[config.mk]
export PLATFORM = sky130hd
export DESIGN_NAME = score_uart_report
export DESIGN_NICKNAME = d
export VERILOG_FILES = /design/src/rtl/score_uart_report.sv
export SDC_FILE = /design/constraint.sdc
export NUM_CORES = 1
export LEC_CHECK = 0
export ABC_AREA = 1
export ABC_CLOCK_PERIOD_IN_PS = 7200
export BUFFER_PORTS_ARGS = -buffer_cell sky130_fd_sc_hd__buf_2
export CAP_MARGIN = 20
export CORE_AREA = 2 2 136 138
export CTS_CLUSTER_DIAMETER = 150
export DETAILED_ROUTE_END_ITERATION = 12
export DIE_AREA = 0 0 138 140
export PLACE_DENSITY = 0.66
export SLEW_MARGIN = 20
export SYNTH_ARGS = -nofsm -noshare
export SYNTH_HDL_FRONTEND = slang
export SYNTH_SLANG_ARGS = --single-unit
[constraint.sdc]
create_clock -name clk -period 7.2 [get_ports clk]
set_input_delay 1.8 -clock clk [delete_from_list [all_inputs] [get_ports clk]]
set_output_delay 1.8 -clock clk [all_outputs]
set_load 0.1 [all_outputs]
[src/rtl/score_uart_report.sv]
// Snapshots the scoreboard counters on request or periodic tick and sends them
// to the host as a 10-byte 8N1 UART frame: A5, total (MSB first), correct (MSB first), XOR checksum.
module score_uart_report #(
    parameter int CLK_FREQ      = 50_000_000,
    parameter int BAUD          = 115_200,
    parameter int PERIOD_CYCLES = 50_000_000
) (
    input  logic        clk,
    input  logic        rst,
    input  logic [31:0] total,
    input  logic [31:0] correct,
    input  logic        report_req,
    output logic        uart_tx,
    output logic        busy,
    output logic [15:0] frames_sent
);

    localparam int BAUD_DIV = CLK_FREQ / BAUD;
    localparam int CNT_W    = $clog2(BAUD_DIV);
    localparam logic [CNT_W-1:0] BAUD_LAST = CNT_W'(BAUD_DIV - 1);
    localparam bit PERIOD_EN = (PERIOD_CYCLES > 0);
    localparam logic [31:0] PERIOD_LAST = PERIOD_EN ? 32'(PERIOD_CYCLES - 1) : 32'd0;

    typedef enum logic [2:0] {
        IDLE,
        LOAD,
        START,
        DATA,
        STOP,
        DONE
    } state_t;

    function automatic logic [7:0] checksum(input logic [31:0] t, input logic [31:0] c);
        return t[31:24] ^ t[23:16] ^ t[15:8] ^ t[7:0] ^
               c[31:24] ^ c[23:16] ^ c[15:8] ^ c[7:0];
    endfunction

    function automatic logic [7:0] frame_byte(input logic [3:0]  idx,
                                              input logic [31:0] t,
                                              input logic [31:0] c,
                                              input logic [7:0]  chk);
        case (idx)
            4'd0:    return 8'hA5;
            4'd1:    return t[31:24];
            4'd2:    return t[23:16];
            4'd3:    return t[15:8];
            4'd4:    return t[7:0];
            4'd5:    return c[31:24];
            4'd6:    return c[23:16];
            4'd7:    return c[15:8];
            4'd8:    return c[7:0];
            default: return chk;
        endcase
    endfunction

    state_t           state, state_next;
    logic [CNT_W-1:0] baud_cnt, baud_next;
    logic [2:0]       bit_idx, bit_next;
    logic [3:0]       byte_idx, byte_next;
    logic             tx, tx_next;
    logic             pending, pending_next;
    logic [15:0]      frames, frames_next;
    logic [31:0]      timer;
    logic             tick, trigger, baud_done;
    logic             snap_take, load_byte;
    logic [3:0]       load_idx;
    logic [31:0]      snap_total, snap_correct;
    logic [7:0]       snap_chk, cur_byte;

    // Free-running period timer, independent of the transmitter
    assign tick    = PERIOD_EN && (timer == PERIOD_LAST);
    assign trigger = report_req | tick;

    always_ff @(posedge clk) begin
        if (rst) begin
            timer <= 32'd0;
        end else if (PERIOD_EN) begin
            timer <= tick ? 32'd0 : timer + 32'd1;
        end
    end

    assign baud_done = (baud_cnt == BAUD_LAST);

    always_comb begin
        state_next   = state;
        baud_next    = baud_cnt;
        bit_next     = bit_idx;
        byte_next    = byte_idx;
        tx_next      = tx;
        pending_next = pending;
        frames_next  = frames;
        snap_take    = 1'b0;
        load_byte    = 1'b0;
        load_idx     = byte_idx;

        if (trigger && (state == LOAD || state == START || state == DATA || state == STOP)) begin
            pending_next = 1'b1;
        end

        case (state)
            IDLE: begin
                tx_next = 1'b1;
                if (trigger) begin
                    snap_take  = 1'b1;
                    byte_next  = 4'd0;
                    state_next = LOAD;
                end
            end
            LOAD: begin
                load_byte  = 1'b1;
                baud_next  = '0;
                tx_next    = 1'b0;
                state_next = START;
            end
            START: begin
                if (baud_done) begin
                    baud_next  = '0;
                    bit_next   = 3'd0;
                    tx_next    = cur_byte[0];
                    state_next = DATA;
                end else begin
                    baud_next = baud_cnt + 1'b1;
                end
            end
            DATA: begin
                if (baud_done) begin
                    baud_next = '0;
                    if (bit_idx == 3'd7) begin
                        tx_next    = 1'b1;
                        state_next = STOP;
                    end else begin
                        bit_next = bit_idx + 3'd1;
                        tx_next  = cur_byte[bit_idx + 3'd1];
                    end
                end else begin
                    baud_next = baud_cnt + 1'b1;
                end
            end
            STOP: begin
                if (baud_done) begin
                    baud_next = '0;
                    if (byte_idx != 4'd9) begin
                        // Next byte's start bit follows the stop bit with no gap
                        byte_next  = byte_idx + 4'd1;
                        load_byte  = 1'b1;
                        load_idx   = byte_idx + 4'd1;
                        tx_next    = 1'b0;
                        state_next = START;
                    end else begin
                        frames_next = frames + 16'd1;
                        tx_next     = 1'b1;
                        state_next  = DONE;
                    end
                end else begin
                    baud_next = baud_cnt + 1'b1;
                end
            end
            DONE: begin
                tx_next = 1'b1;
                // A trigger arriving now is served by the frame started here
                if (pending || trigger) begin
                    pending_next = 1'b0;
                    snap_take    = 1'b1;
                    byte_next    = 4'd0;
                    state_next   = LOAD;
                end else begin
                    state_next = IDLE;
                end
            end
            default: begin
                tx_next    = 1'b1;
                state_next = IDLE;
            end
        endcase
    end

    always_ff @(posedge clk) begin
        if (rst) begin
            state    <= IDLE;
            baud_cnt <= '0;
            bit_idx  <= 3'd0;
            byte_idx <= 4'd0;
            tx       <= 1'b1;
            pending  <= 1'b0;
            frames   <= 16'd0;
        end else begin
            state    <= state_next;
            baud_cnt <= baud_next;
            bit_idx  <= bit_next;
            byte_idx <= byte_next;
            tx       <= tx_next;
            pending  <= pending_next;
            frames   <= frames_next;
        end
    end

    always_ff @(posedge clk) begin
        if (snap_take) begin
            snap_total   <= total;
            snap_correct <= correct;
            snap_chk     <= checksum(total, correct);
        end
        if (load_byte) begin
            cur_byte <= frame_byte(load_idx, snap_total, snap_correct, snap_chk);
        end
    end

    assign uart_tx     = tx;
    assign busy        = (state != IDLE);
    assign frames_sent = frames;

endmodule

Yosys cells after proc, flatten, opt, wreduce, memory -nomap -nowiden

Cells that the tools add are included.

Add/sub/neg operators: 5
Order comparisons: 1
Equal/unequal tests: 24
Mux-type cells: 38
Bitwise operators: 9
Reductions and logical operators: 18

Operators with widths:

| operator                                                                 | count |
|---|---|
| 8-bit one-hot mux with 9 select lines                                    | 1 |
| 8-bit bitwise XOR                                                        | 7 |
| 32-bit by 1-bit adder with 32-bit output (second input constant)         | 1 |
| 32-bit by 26-bit equality test with 1-bit output (second input constant) | 1 |
| 3-bit two-way mux                                                        | 9 |
| 4-bit two-way mux                                                        | 5 |
| 3-bit one-hot mux with 6 select lines                                    | 1 |
| 9-bit one-hot mux with 2 select lines                                    | 1 |
| 16-bit by 1-bit adder with 16-bit output (second input constant)         | 1 |
| 4-bit by 3-bit equality test with 1-bit output (second input constant)   | 4 |
| 1-bit two-way mux                                                        | 14 |
| 2-bit inequality test (second input constant)                            | 6 |
| 4-bit one-hot mux with 3 select lines                                    | 1 |
| 9-bit by 1-bit adder with 9-bit output (second input constant)           | 1 |
| 3-bit equality test (second input constant)                              | 3 |
| 9-bit equality test (second input constant)                              | 1 |
| 9-bit two-way mux                                                        | 1 |
| 3-bit AND reduction                                                      | 3 |
| 4-bit by 2-bit equality test with 1-bit output (second input constant)   | 2 |
| 3-bit by 2-bit equality test with 1-bit output (second input constant)   | 2 |
| 3-bit one-hot mux with 2 select lines                                    | 1 |
| 3-bit nonzero test                                                       | 2 |
| 5-bit AND reduction                                                      | 1 |
| 4-bit by 1-bit adder with 4-bit output (second input constant)           | 1 |
| 20 further kinds                                                         | 25 |

Register bits: 149
Input bits: 67
Output and inout bits: 18
Logic and storage cells: 107

Depth between registers and ports, before layout

Gate-level depths: netlist of run 1.

Depth after elaboration: 8
Mapped depth: 17
Mapped depth without buffers: 16

Worst setup path after synthesis of run 1

OpenSTA, ideal clock, no wires.

Path kind: input -> register
From: in report_req
To: reg snap_chk[0] (enable)
Arrival: 6.896 ns
Data required time: 6.599 ns
Path slack: -0.298 ns
Cell stages on the path: 2
Path buffers: 0
Cells stage by stage: a21oi_1 > o21ai_0

Cells in the longest elaborated chain, start to end: 4

RTL lines:

| item                                    | RTL line | text |
|---|---|---|
| from (decl)                             | 12       | `input logic report_req,` |
| 1-bit OR *                              | 72       | `assign trigger = report_req \| tick;` |
| 1-bit logical OR                        | 161      | `if (pending \|\| trigger) begin` |
| 1-bit two-way mux                       | 161      |  |
| 1-bit one-hot mux with 2 select lines * | 100      | `case (state)` |
| net snap_take                           | 65       | `logic snap_take, load_byte;` |
| to (signal assigned)                    | 201      | `snap_chk <= checksum(total, correct);` |
| to (decl)                               | 68       | `logic [7:0] snap_chk, cur_byte;` |

Mark *: on every way through the listed nets, which the timed path passes. The rest lies on a longest branch.
A chain may end at the register's enable or synchronous reset.

Worst setup path after layout of run 1

From: reg state[0]
To: out busy

Cells in the longest elaborated chain, start to end: 1

RTL lines:

| item                   | RTL line | text |
|---|---|---|
| from (decl)            | 56       | `state_t state, state_next;` |
| from (signal assigned) | 187      | `state <= state_next;` |
| 3-bit nonzero test     | 209      | `assign busy = (state != IDLE);` |
| to (decl)              | 14       | `output logic busy,` |

No other way between the ends.

==> results_dict.tcl, run 1 <==
set metrics [dict create \
    drt.antenna.violating_nets 0 \
    max-slew-margin-rel 0.4039 \
    syn_inst 871 \
    htree_levels 4 \
    fin_skew_ps 10.39 \
    die_w_um 138 \
    setup.worst_path.start "state[0]" \
    crit_end "busy" \
    wl_per_cell_um 13.24 \
    design_area_um2 9104 \
    final_nets 1037 \
    drc 0 \
    worstPathArrival_ps 1650 \
    rsz0062_at_grt "no" \
    cts.repair.resized 0 \
    cts_setup_buffers 0 \
    synthDistinctLibCells 54 \
    hold_viol_final 0 \
    p_comb_frac 0.213 \
    cp-end-kind "output port" \
    fin_tns_setup_ps 0 \
    rr_endpoint "snap_correct[15]" \
    final_max_slew_viol_count 0 \
    coreArea_um2 17780 \
    setup_violations 0 \
    min_period_ps 3451 \
    fmax_ghz 0.2898 \
    r2r_slack_ps 4230 \
    cts_tree "done" \
    n_fill_cell 1647 \
    synth_nets 946 \
    vdd_ir_drop_max_v 0.0002017 \
    initial_core_util 0.4435 \
    io_pins 85 \
    placed_area_um2 8511 \
    root_buffer "clkbuf_16" \
    p_sw_w 0.0008432 \
    wl_um 15950 \
    grt_pass1_vias 5550 \
    grt_start_max_net_pins 73 \
    globalplace.congestion 0.8348 \
    power_density_nw_per_um2 286.2 \
    vias 5942 \
    crit_path_start_kind "flop" \
    clkSinkCount 149 \
    required_ps 5400 \
    clk_latency_ps 430 \
    intPower_w 0.001762 \
    critical_path_class "reg -> out" \
    async_reset_ff_frac 0 \
    ys_seq_elements 149 \
    min_path_type "reg -> reg" \
    r2r_start "timer[0]" \
    clk_pin_slew_worst_paths_ps 60 \
    drt_first_pass_iters 5 \
    syn_to_final_growth_pct 15.46 \
    grt_pass1_wl_um 26540 \
    overflow 0 \
    fin_crit_sh 0.4793 \
    clockBufferDepth 2 \
    worst-path-max-fanout 6 \
    grtUsageTotal 0.1681 \
    syn-cell-area_um2 7885 \
    p_leak_nw 3.494 \
    switching_share 0.3237 \
    power_frac_clock 0.344 \
    reg2regPathDepth 10 \
    syn_area_per_cell_um2 9.053 \
    fp-row-count 49 \
    vias_per_cell 4.935 \
    n_antenna_cell 0 \
    drt-initial-drc-count 341 \
    cap_viol_max_count 0 \
    dieArea_um2 19320 \
    hp-start "timer[0]" \
    synth_edf_count 80 \
    grt_antenna_before_repair 0 \
    yosysSeqAreaShare 0.4798 \
    tightestPinTransition_ps 894.1 \
    drive_above_1_share 0.2195 \
    hold_buffers 0 \
    status "completed" \
    hpwlAfterDp_um 11210 \
    io_buffers 84 \
    synth_warnings 0 \
    fp.dieH_um 140 \
    ys.flop_type "edfxtp_1" \
    numCtsBuffers 17 \
    sequentialPowerShare 0.443 \
]
[synthesized netlist by cell type, types with 2 or more instances]
cell type / instances / area (µm²)
ha_1: 8 / 100.1
inv_2: 3 / 11.26
a21oi_2: 2 / 17.52
nor3b_1: 7 / 52.55
inv_1: 98 / 367.9
nor2_2: 8 / 50.05
nor3b_2: 4 / 50.05
and2_4: 4 / 35.03
o21ai_0: 26 / 130.1
o211ai_1: 2 / 15.01
buf_2: 5 / 25.02
dfxtp_1: 69 / 1381
nor2_1: 64 / 240.2
nand2_2: 19 / 118.9
a221oi_1: 2 / 17.52
o21ai_1: 2 / 10.01
nand2_4: 9 / 101.4
nor2_8: 6 / 120.1
edfxtp_1: 80 / 2402
or2_2: 5 / 31.28
xnor2_1: 40 / 350.3
clkbuf_1: 4 / 15.01
nor3_1: 20 / 100.1
nand4_1: 24 / 150.1
nand3_1: 57 / 285.3
nor2_4: 7 / 78.83
a211oi_1: 3 / 22.52
nor4_1: 5 / 31.28
a21oi_1: 44 / 220.2
o21bai_1: 2 / 15.01
nand2_1: 173 / 649.4
xor2_1: 24 / 210.2
nand3_4: 2 / 35.03
nand2_8: 2 / 40.04
buf_6: 2 / 22.52
nand3_2: 18 / 180.2
nor3_2: 2 / 20.02
buf_8: 3 / 45.04
[layout make-up]
cell class / count / area, µm² / area share
flip-flops and latches: 149 / 3784 / 0.4156
inverters: 104 / 405.4 / 0.04453
repair buffers: 86 / 435.4 / 0.04783
multi-input cells: 604 / 3600 / 0.3954
clock inverters: 15 / 167.7 / 0.01842
clock buffers: 17 / 425.4 / 0.04673
well taps: 229 / 286.5 / 0.03147
[metal layers]
| layer | part of all wire | wire, µm | global-route usage | up-vias |
|---|---|---|---|---|
| met3 | 0.040 | 635 | 0.03419 | 13 |
| met1 | 0.47 | 7504 | 0.2225 | 2724 |
| met2 | 0.48 | 7634 | 0.2798 | 124 |
| li1 | - | - | - | 3081 |
| met4 | 0.011 | 170 | 0.05102 | 0 |
| met5 | 0 | 0 | 0 | - |
[how the worst min path moves through the flow]
stage	endpoint	slack (ps)	cells after the start
after floorplan	timer[0]	430	1
after global placement	timer[0]	440	1
after detailed placement	timer[0]	460	1
after CTS	timer[0]	470	1
after global routing	timer[0]	490	1
final	timer[0]	470	1
[power groups by stage]
stage | Clock [W] | Sequential, W | Combinational, W
2_1_floorplan | 0 | 0.00120 | 0.000403
3_3_place_gp | 0 | 0.00117 | 0.000552
3_5_place_dp | 0 | 0.00117 | 0.000559
4_1_cts | 0.000907 | 0.00115 | 0.000561
5_1_grt | 0.000945 | 0.00117 | 0.000615
6_report | 0.000896 | 0.00115 | 0.000555
[worst max-delay path, stage by stage, from the launching register on]
cell     delay, ps
dfxtp_1        450
nor2_4          80
inv_1           70
nor2_1          50
inv_1          120
buf_2          460
[per-stage QoR]
step | hold slack, ps | utilization | std cells | setup WS, ps | total power (W)
after floorplan | 429.0 | - | 871 | 1650 | 0.001600
after global placement | 441.4 | 0.4787 | 1172 | 3837 | 0.001719
after detailed placement | 456.7 | 0.4787 | 1172 | 3817 | 0.001730
after CTS | 465.5 | 0.5120 | 1204 | 3734 | 0.002623
after global routing | 490.1 | 0.5120 | 1204 | 3681 | 0.002729
final | 470.9 | 0.5120 | 1204 | 3749 | 0.002605
[registers in the layout, summed over array words and instances (netlist names)]
| signal | flops |
|---|---|
| snap_chk | 8 |
| timer | 32 |
| byte_idx | 4 |
| snap_total | 32 |
| bit_idx | 3 |
| pending | 1 |
| frames_sent | 16 |
| state | 3 |
| snap_correct | 32 |
| baud_cnt | 9 |
| uart_tx | 1 |
| cur_byte | 8 |
[cells by family after synthesis]
| logic type | Yosys count | synth area share |
|---|---|---|
| xor gates and xnor gates | 64 | 0.07109 |
| DFF | 149 | 0.4798 |
| and+or+nand+nor | 439 | 0.3032 |
| AOI/OAI and AO/OA | 93 | 0.06808 |
| adders and majority gates | 8 | 0.01269 |
| buffers and inverters | 118 | 0.06506 |
[layout by cell type (no fill, tap or decap), types with 40 or more instances in the layout]
| cell | synthesis | layout |
|---|---|---|
| nand2_1 | 173 | 173 |
| inv_1 | 98 | 98 |
| buf_2 | 5 | 84 |
| edfxtp_1 | 80 | 80 |
| dfxtp_1 | 69 | 69 |
| nor2_1 | 64 | 64 |
| nand3_1 | 57 | 57 |
| a21oi_1 | 44 | 44 |
| xnor2_1 | 40 | 40 |
Note: power is estimated with default switching activity, not from simulation.
==> inputs of run 2 (changes only) <==
Settings changed: ABC_CLOCK_PERIOD_IN_PS 7200 to 3000.
Clock period 7.2 ns to 3 ns, I/O delays scaled along.
==> results_dict.tcl, run 2 (synthesis results as in run 1) <==
set metrics [dict create \
    n_fill_cell 1628 \
    cts_setup_buffers 0 \
    hold_slack_ps 469.1 \
    clk_pin_slew_worst_paths_ps 60 \
    power_density_nw_per_um2 684.5 \
    critical_path_class "reg -> reg" \
    vias 5959 \
    whs_endpoint "timer[0]" \
    power.total_w 0.006260 \
    worst-path-max-fanout 26 \
    final_util 0.5144 \
    wl_um 15900 \
    hold_buffers 0 \
    wl_per_cell_um 13.15 \
    io_pins 85 \
    vias_per_cell 4.929 \
    cts.repair.resized 0 \
    min_period_ps 2477 \
    drt-initial-drc-count 299 \
    grt_pass1_wl_um 26600 \
    clkSinkCount 149 \
    setup_violations 0 \
    fmax_ghz 0.4038 \
    worstPathArrival_ps 2570 \
    fin_tns_setup_ps 0 \
    numCtsBuffers 17 \
    grt_pass1_vias 5678 \
    hp-start "timer[0]" \
    vdd_ir_drop_max_v 0.0004748 \
    syn_to_final_growth_pct 15.98 \
    final_max_slew_viol_count 0 \
    grt_antenna_before_repair 0 \
    r2r_start "timer[0]" \
    cap_viol_max_count 0 \
    hpwlAfterDp_um 11280 \
    fp.dieH_um 140 \
    n_antenna_cell 0 \
    dieArea_um2 19320 \
    reg2regPathDepth 10 \
    r2r_slack_ps 520 \
    overflow 0 \
    coreArea_um2 17780 \
    grtUsageTotal 0.1676 \
    cpPeakStageDelay_ps 400 \
    whs_path_depth 1 \
    cp-end-kind "flop" \
    final_nets 1043 \
    min_path_type "reg -> reg" \
    cp_common_cell "nand2_1" \
    reg.largest.list "snap_correct: 32 flops, snap_total: 32 flops, timer: 32 flops" \
    max-slew-margin-rel 0.6595 \
    io_buffers 84 \
    cts_tree "done" \
    fp-row-count 49 \
    fin_crit_sh 0.8256 \
    cp_cell_sequence "ha_1 -> nand2_1 -> nor2_2 -> nand4_1 -> nor3b_2 -> nand2_1 -> nand3_1 -> nand2_1 -> o21ai_4 -> buf_4" \
    drc 0 \
    ff_latch_area_um2 3784 \
    layout_commonest_cell "nand2_1" \
    mostFrequentLayoutCells "nand2_1, inv_1, buf_2" \
    grt_start_max_net_pins 39 \
    critPathBufInv 1 \
    initial_core_util 0.4435 \
    hold_viol_final 0 \
    required_ps 3090 \
    crit_path_start_kind "flop" \
    clk_latency_ps 430 \
    clockBufferDepth 2 \
    crit_family "simple AND/OR/NAND/NOR gates" \
    die_w_um 138 \
    rsz0062_at_grt "no" \
    critPathSlowestCell "buf_4" \
    tightestPinTransition_ps 514.4 \
    rr_endpoint "snap_correct[12]" \
    drt.antenna.violating_nets 0 \
    drive_above_1_share 0.2224 \
    multi_input_area_um2 3600 \
    p_leak_nw 3.524 \
    drt_first_pass_iters 5 \
    htree_levels 4 \
    fin_skew_ps 10.07 \
    status "completed" \
    root_buffer "clkbuf_16" \
    globalplace.congestion 0.8142 \
]
==> run 2: cell count changes in the layout (fill, tap and decap cells not counted), sizes merged <==
cell / previous run / this run
buf: 86 / 92
clkbuf: 17 / 18
clkinvlp: 3 / 2
inv: 110 / 109
==> run 2: how the worst max path moves through the flow <==
stage	from	end	slack [ps]	cells past startpoint
CTS	timer[0]	snap_correct[11]	500	10
floorplan	state[0]	snap_chk[0]	140	5
global route	timer[0]	snap_correct[12]	310	10
detailed placement	timer[0]	snap_total[20]	510	10
finish	timer[0]	snap_correct[12]	520	10
global placement	timer[0]	snap_total[30]	590	10
==> run 2: worst register-to-register path, cell delays in order, from the launching register on <==
cell	delay, ps
dfxtp_1	370
ha_1	180
nand2_1	90
nor2_2	220
nand4_1	140
nor3b_2	210
nand2_1	120
nand3_1	100
nand2_1	100
o21ai_4	190
buf_4	410
==> run 2: per-stage QoR <==
| step | cells | worst slack (ps) | area, µm² |
|---|---|---|---|
| floorplan | 871 | 143.9 | 7896 |
| global placement | 1178 | 585.7 | 8568 |
| detailed placement | 1178 | 510.0 | 8568 |
| CTS | 1209 | 497.4 | 9145 |
| global route | 1209 | 305.3 | 9145 |
| finish | 1209 | 523.2 | 9145 |
==> run 2: final cells by class <==
cell class | count | share of cell area
Multi-Input combinational cell | 604 | 0.3936
Tap cell | 229 | 0.03133
Sequential cell | 149 | 0.4137
Clock buffer | 18 | 0.04693
Clock inverter | 13 | 0.01614
Timing Repair Buffer | 92 | 0.05391
Inverter | 104 | 0.04433
==> run 2: power by group <==
group / switching (W) / internal [W] / total, W
clock: 0.000868 / 0.00123 / 0.00210
sequential: 0.000139 / 0.00262 / 0.00276
combinational: 0.000993 / 0.000401 / 0.00139
total: 0.00200 / 0.00426 / 0.00626
==> run 2: layer usage <==
layer	track usage	routed length, µm	vias to the layer above
met5	0	0	-
met4	0.04135	121	0
met3	0.04274	724	12
met2	0.2861	7716	127
met1	0.2141	7340	2730
li1	-	-	3090
